**config.mk**
```make
export PLATFORM = sky130hd
export DESIGN_NAME = parking_gate_ctrl
export DESIGN_NICKNAME = d
export VERILOG_FILES = /design/src/rtl/parking_pkg.sv /design/src/rtl/edge_detect.sv /design/src/rtl/parking_gate_ctrl.sv
export SDC_FILE = /design/constraint.sdc
export NUM_CORES = 1
export LEC_CHECK = 0
export BUFFER_PORTS_ARGS = -buffer_cell sky130_fd_sc_hd__buf_4
export CORE_MARGIN = 2
export CORE_UTILIZATION = 55
export CTS_CLUSTER_SIZE = 20
export DETAILED_ROUTE_END_ITERATION = 12
export GPL_TIMING_DRIVEN = 0
export PLACE_DENSITY_LB_ADDON = 0.25
export SETUP_SLACK_MARGIN = 0.15
export SLEW_MARGIN = 20
export SYNTH_ARGS = -nofsm -noshare
export SYNTH_HDL_FRONTEND = slang
export SYNTH_HIERARCHICAL = 1
export SYNTH_SLANG_ARGS = --single-unit
```
**constraint.sdc**
```tcl
create_clock -name clk -period 3.1 [get_ports clk]
set_clock_uncertainty 0.05 [all_clocks]
set_input_delay 0.465 -clock clk [delete_from_list [all_inputs] [get_ports clk]]
set_output_delay 0.465 -clock clk [all_outputs]
set_load 0.02 [all_outputs]
```
**src/rtl/parking_pkg.sv**
```systemverilog
// ----------------------------------------------------------------------------
// parking_pkg
// Shared types and constants for the parking gate controller.
//   gate_state_t          : barrier FSM state encoding
//   DEF_CAPACITY          : default number of parking spaces
//   DEF_GATE_OPEN_CYCLES  : default barrier open time in clock cycles
//   TIMER_W               : width of the barrier open-time down-counter
// ----------------------------------------------------------------------------
package parking_pkg;

    typedef enum logic [1:0] {
        IDLE     = 2'd0,
        OPEN_IN  = 2'd1,
        OPEN_OUT = 2'd2
    } gate_state_t;

    localparam int DEF_CAPACITY         = 8;
    localparam int DEF_GATE_OPEN_CYCLES = 16;
    localparam int TIMER_W              = 16;

endpackage : parking_pkg

```
**src/rtl/edge_detect.sv**
```systemverilog
// ----------------------------------------------------------------------------
// edge_detect
// Rising-edge detector for a debounced button level.
// Ports:
//   clk   in  system clock
//   rst_n in  asynchronous active-low reset
//   in    in  debounced button level
//   rise  out high while in is 1 and the registered copy is still 0
// The registered copy resets to 1 so a button held through reset release
// does not produce an event until it has dropped and risen again.
// ----------------------------------------------------------------------------
module edge_detect (
    input  logic clk,
    input  logic rst_n,
    input  logic in,
    output logic rise
);

    logic r_prev;

    // Registered copy of the input level, held at 1 during reset
    always_ff @(posedge clk or negedge rst_n) begin
        if (!rst_n) begin
            r_prev <= 1'b1;
        end else begin
            r_prev <= in;
        end
    end

    assign rise = in & ~r_prev;

endmodule : edge_detect

```
**src/rtl/parking_gate_ctrl.sv**
```systemverilog
// ----------------------------------------------------------------------------
// parking_gate_ctrl
// Barrier controller: detects entry/exit button edges, tracks lot occupancy,
// opens the barrier for GATE_OPEN_CYCLES per admitted or departing car and
// pulses rejectPulse when an entry is refused because the lot is full.
// Ports:
//   clk          in  system clock
//   rst_n        in  asynchronous active-low reset
//   entryBtn     in  debounced entry request level
//   exitBtn      in  debounced exit request level
//   gateOpen     out registered barrier open command
//   occupancy    out cars currently inside (CNT_W bits)
//   full         out occupancy == CAPACITY
//   empty        out occupancy == 0
//   rejectPulse  out registered one-cycle pulse for a refused entry
// ----------------------------------------------------------------------------
module parking_gate_ctrl
    import parking_pkg::*;
#(
    parameter int CAPACITY         = DEF_CAPACITY,
    parameter int GATE_OPEN_CYCLES = DEF_GATE_OPEN_CYCLES,
    parameter int CNT_W            = $clog2(CAPACITY + 1)
) (
    input  logic             clk,
    input  logic             rst_n,
    input  logic             entryBtn,
    input  logic             exitBtn,
    output logic             gateOpen,
    output logic [CNT_W-1:0] occupancy,
    output logic             full,
    output logic             empty,
    output logic             rejectPulse
);

    localparam logic [CNT_W-1:0]   CAP_C        = CNT_W'(CAPACITY);
    localparam logic [TIMER_W-1:0] TIMER_LOAD_C = TIMER_W'(GATE_OPEN_CYCLES - 1);

    gate_state_t        r_state;
    gate_state_t        w_next_state;
    logic [TIMER_W-1:0] r_timer;
    logic [TIMER_W-1:0] w_timer_d;
    logic [CNT_W-1:0]   r_occ;
    logic [CNT_W-1:0]   w_occ_d;
    logic               r_gate;
    logic               w_gate_d;
    logic               r_reject;
    logic               w_reject_d;

    logic w_entry_rise;
    logic w_exit_rise;
    logic w_full;
    logic w_empty;
    logic w_exit_ok;
    logic w_entry_ok;
    logic w_entry_rej;
    logic w_timer_done;

    edge_detect u_entry_edge (
        .clk  (clk),
        .rst_n(rst_n),
        .in   (entryBtn),
        .rise (w_entry_rise)
    );

    edge_detect u_exit_edge (
        .clk  (clk),
        .rst_n(rst_n),
        .in   (exitBtn),
        .rise (w_exit_rise)
    );

    assign w_full       = (r_occ == CAP_C);
    assign w_empty      = (r_occ == {CNT_W{1'b0}});
    assign w_timer_done = (r_timer == {TIMER_W{1'b0}});

    // Exit has priority; an entry coinciding with a valid exit is dropped
    // without a reject.
    assign w_exit_ok   = w_exit_rise & ~w_empty;
    assign w_entry_ok  = w_entry_rise & ~w_full & ~w_exit_ok;
    assign w_entry_rej = w_entry_rise & w_full & ~w_exit_ok;

    // State, timer, occupancy and output registers
    always_ff @(posedge clk or negedge rst_n) begin
        if (!rst_n) begin
            r_state  <= IDLE;
            r_timer  <= {TIMER_W{1'b0}};
            r_occ    <= {CNT_W{1'b0}};
            r_gate   <= 1'b0;
            r_reject <= 1'b0;
        end else begin
            r_state  <= w_next_state;
            r_timer  <= w_timer_d;
            r_occ    <= w_occ_d;
            r_gate   <= w_gate_d;
            r_reject <= w_reject_d;
        end
    end

    // Next-state decode
    always_comb begin
        w_next_state = r_state;
        case (r_state)
            IDLE: begin
                if (w_exit_ok) begin
                    w_next_state = OPEN_OUT;
                end else if (w_entry_ok) begin
                    w_next_state = OPEN_IN;
                end else begin
                    w_next_state = IDLE;
                end
            end
            OPEN_IN, OPEN_OUT: begin
                if (w_timer_done) begin
                    w_next_state = IDLE;
                end else begin
                    w_next_state = r_state;
                end
            end
            default: begin
                w_next_state = IDLE;
            end
        endcase
    end

    // Output, timer and occupancy next values
    always_comb begin
        w_timer_d  = r_timer;
        w_occ_d    = r_occ;
        w_reject_d = 1'b0;
        case (r_state)
            IDLE: begin
                if (w_exit_ok) begin
                    w_timer_d = TIMER_LOAD_C;
                    w_occ_d   = r_occ - CNT_W'(1);
                end else if (w_entry_ok) begin
                    w_timer_d = TIMER_LOAD_C;
                    w_occ_d   = r_occ + CNT_W'(1);
                end else if (w_entry_rej) begin
                    w_reject_d = 1'b1;
                end else begin
                    w_timer_d = r_timer;
                end
            end
            OPEN_IN, OPEN_OUT: begin
                if (!w_timer_done) begin
                    w_timer_d = r_timer - TIMER_W'(1);
                end else begin
                    w_timer_d = r_timer;
                end
            end
            default: begin
                w_timer_d = {TIMER_W{1'b0}};
            end
        endcase

        // Gate register tracks the upcoming state so it opens on the same
        // edge the FSM leaves IDLE and closes on the edge it returns.
        if (w_next_state != IDLE) begin
            w_gate_d = 1'b1;
        end else begin
            w_gate_d = 1'b0;
        end
    end

    assign gateOpen    = r_gate;
    assign occupancy   = r_occ;
    assign full        = w_full;
    assign empty       = w_empty;
    assign rejectPulse = r_reject;

endmodule : parking_gate_ctrl

```
==> run metrics <==
min cycle time layout 2660 ps; CP Cell Sequence or3_1 > o21ai_0 > inv_1 > ha_1 > a21o_1 > a21oi_1 > xnor2_1 > nor2_1 > xor2_1; Synth Area in Compound Gates 22.1%; power share of the clock group 11.3%; Initial DRC Count 51; fin crit share 85.7%; delay-heaviest family, CP compound AO/OA/AOI/OAI gates; WL final 2990 µm; cell taking the most area after synthesis dfrtp_1; status completed; top-area cell type share of the netlist area 39.6%; gr usage total 21.0%; H-tree levels 1; Die Span X 56.5 µm; CTS Buffer Depth 2; measured slew at the worst slew-check pin 481 ps; Yosys cell types 43; port bufs 11; layout cells sized above 1 17.2%; worst setup path class reg2reg; Final Max Slew Viols 0; Worst VDD drop 0.000610 V; most frequent cells after synthesis dfrtp_1, o21ai_0, nor2_1; main flop type after synthesis dfrtp_1; largest family of logic cells by synthesized area compound AO/OA/AOI/OAI gates; area of the multi-input gates 788 µm²; Top Ports 12; clock sink total 26; leading post-synthesis cells by cell area dfrtp_1, o21ai_0, nor2_1; CP endpoint kind register; fillcell total 226; n_diodes 0; post-route antenna net violation count 0; power share of the combinational group 55.6%; Synth Warn # 6; synth-to-layout area growth 11.1%; max incr delay on CP 480 ps; Clk Latency, worst-skew pair 320 ps; Gate Count Post-Synth 164; most common cell in the netlist dfrtp_1; switching component of the power 0.715 mW; DR WL/cell 14.2 µm; Seq/Total Area, Yosys 43.1%; CP Launch Type register; Int Power 0.832 mW; xor and xnor area share after synthesis 2.31%; Rows 19; Post-Synth Simple-Gate Area 21.5%; Nets 191; Place WS 467 ps; post-synthesis mux area share 0.660%; TritonCTS clock tree built; max-cap viol count 0; Critical Path RT 3270 ps; max frequency 376 MHz; number of flops mapped to enable cells by yosys 0; DRC Markers 0; Hold WC Path Type in2reg; ys async rst share 100%; Synth Area in Adders 5.45%; CTS Root Cell clkbuf_4; vias in the first global route 1251; TritonRoute pass-1 iters 5; Via Count 1255; r2r setup slk 440 ps; first-pass GRT wire length 5330 µm; P_leak 0.763 nW; final hold violations 0; Final HPWL DP 2180 µm; clock-pin slew on the worst setup and hold paths 140 ps; sequential share of power 33.0%; Avg Cell Area, Syn 9.25 µm²; RePlAce Congestion 0.802; Starting Density 56.5%; Core Box Area 2690 µm²; Data arrival, critical path 2830 ps; Die Span Y 56.5 µm; pwr dens 918 nW/µm²; Syn Std Cell Area 1520 µm²; Reg area 653 µm²; RSZ-0062 raised after global routing false; initial antenna violation count 0; die area 3190 µm²; setup_tns 0 ps; largest net degree at the start of global routing 27; count of final setup violators 0; Max-slew headroom 67.6%; crit path max fanout 7; Final WS setup 444 ps; slowest cell on the critical path dfrtp_1; Seq cells post-synth 26; Critical path buffers and inverters 1; vias per inst 5.95; GRT Residual Overflow 0; syn_nets 174; Sw Ratio 46.2%; Num CTS Buffers 3
state kept, by name, summed over array words and instances (netlist names):
register and flops:
r_timer 16, gateOpen 1, r_state 2, u_entry_edge/r_prev 1
occupancy 4, rejectPulse 1, u_exit_edge/r_prev 1
worst paths after layout:
| check | to | cells past startpoint | from |
|---|---|---|---|
| min in group asynchronous | r_timer[5] | 2 | rst_n |
| hold / removal | u_entry_edge/r_prev | 1 | entryBtn |
| setup / recovery | occupancy[3] | 9 | occupancy[1] |
| hold reg to reg | r_timer[5] | 1 | r_timer[5] |
| max in group asynchronous | u_exit_edge/r_prev | 2 | rst_n |
| setup reg to reg | occupancy[3] | 9 | occupancy[1] |
stage by stage:
step / power, mW / instance area [µm²] / util (%) / hold slack [ps] / instances
after global placement: 1.33 / 1640 / 61.0 / 342 / 206
after global routing: 1.70 / 1680 / 62.7 / 173 / 211
after detailed placement: 1.38 / 1640 / 61.0 / 344 / 206
after floorplan: 1.14 / 1520 / - / 119 / 164
final: 1.55 / 1680 / 62.7 / 186 / 211
after CTS: 1.55 / 1680 / 62.7 / 187 / 211
area by class of cell:
cell class / instances / area share, %
clock buffer: 4 / 2.15
inverter: 11 / 2.45
sequential: 26 / 38.8
timing repair buffer: 12 / 5.50
multi-input combinational: 121 / 46.8
tap: 31 / 2.30
buffer: 6 / 2.01
power groups by stage:
| stage | clock network (mW) | registers (mW) | logic [mW] |
|---|---|---|---|
| 5_1_grt | 0.190 | 0.527 | 0.985 |
| 6_report | 0.175 | 0.511 | 0.861 |
| 4_1_cts | 0.177 | 0.511 | 0.865 |
| 2_1_floorplan | 0 | 0.536 | 0.604 |
| 3_5_place_dp | 0 | 0.519 | 0.860 |
| 3_3_place_gp | 0 | 0.510 | 0.825 |
cell families (layout without fill, tap and decap cells):
kind of cell             after synthesis  after routing
AO/OA/AOI/OAI                         55             55
AND/OR/NAND/NOR                       55             55
flip-flops                            26             26
buffers and inverters                 17             33
adder cells (fa/ha/maj)                6              6
XOR/XNOR                               4              4
multiplexers                           1              1
layout by cell type (no fill, tap or decap), types with 2 or more instances in the layout:
cell type,netlist,final
o211ai_1,2,2
o41ai_1,2,2
clkbuf_1,2,2
o31ai_1,3,3
inv_1,11,11
xor2_1,2,2
o21ai_1,7,7
nor2b_4,2,2
dfrtp_1,24,24
clkbuf_4,0,3
ha_1,5,5
or3_1,4,4
nor3_1,6,6
buf_4,0,11
nand2_1,11,11
buf_2,3,3
a32oi_1,2,2
o21ai_0,20,20
nor2b_1,2,2
a21oi_1,11,11
xnor2_1,2,2
nor2_1,18,18
nand2b_1,2,2
dfstp_2,2,2
routing by layer:
| layer | vias to the layer above | part of all wire (%) | track usage [%] |
|---|---|---|---|
| li1 | 618 | - | - |
| met1 | 612 | 46 | 26.3 |
| met2 | 21 | 50 | 35.9 |
| met3 | 4 | 2.4 | 2.07 |
| met4 | 0 | 1.2 | 10.5 |
| met5 | - | 0 | 0 |
repair_timing:
action                                  4_1_cts  5_1_grt
setup buffers                                 0        0
gates resized for setup                       0        0
endpoints found under the hold margin        24        0
endpoints found under the setup margin        0        0
hold buffers                                  1        0
Note: power is estimated with default switching activity, not from simulation.
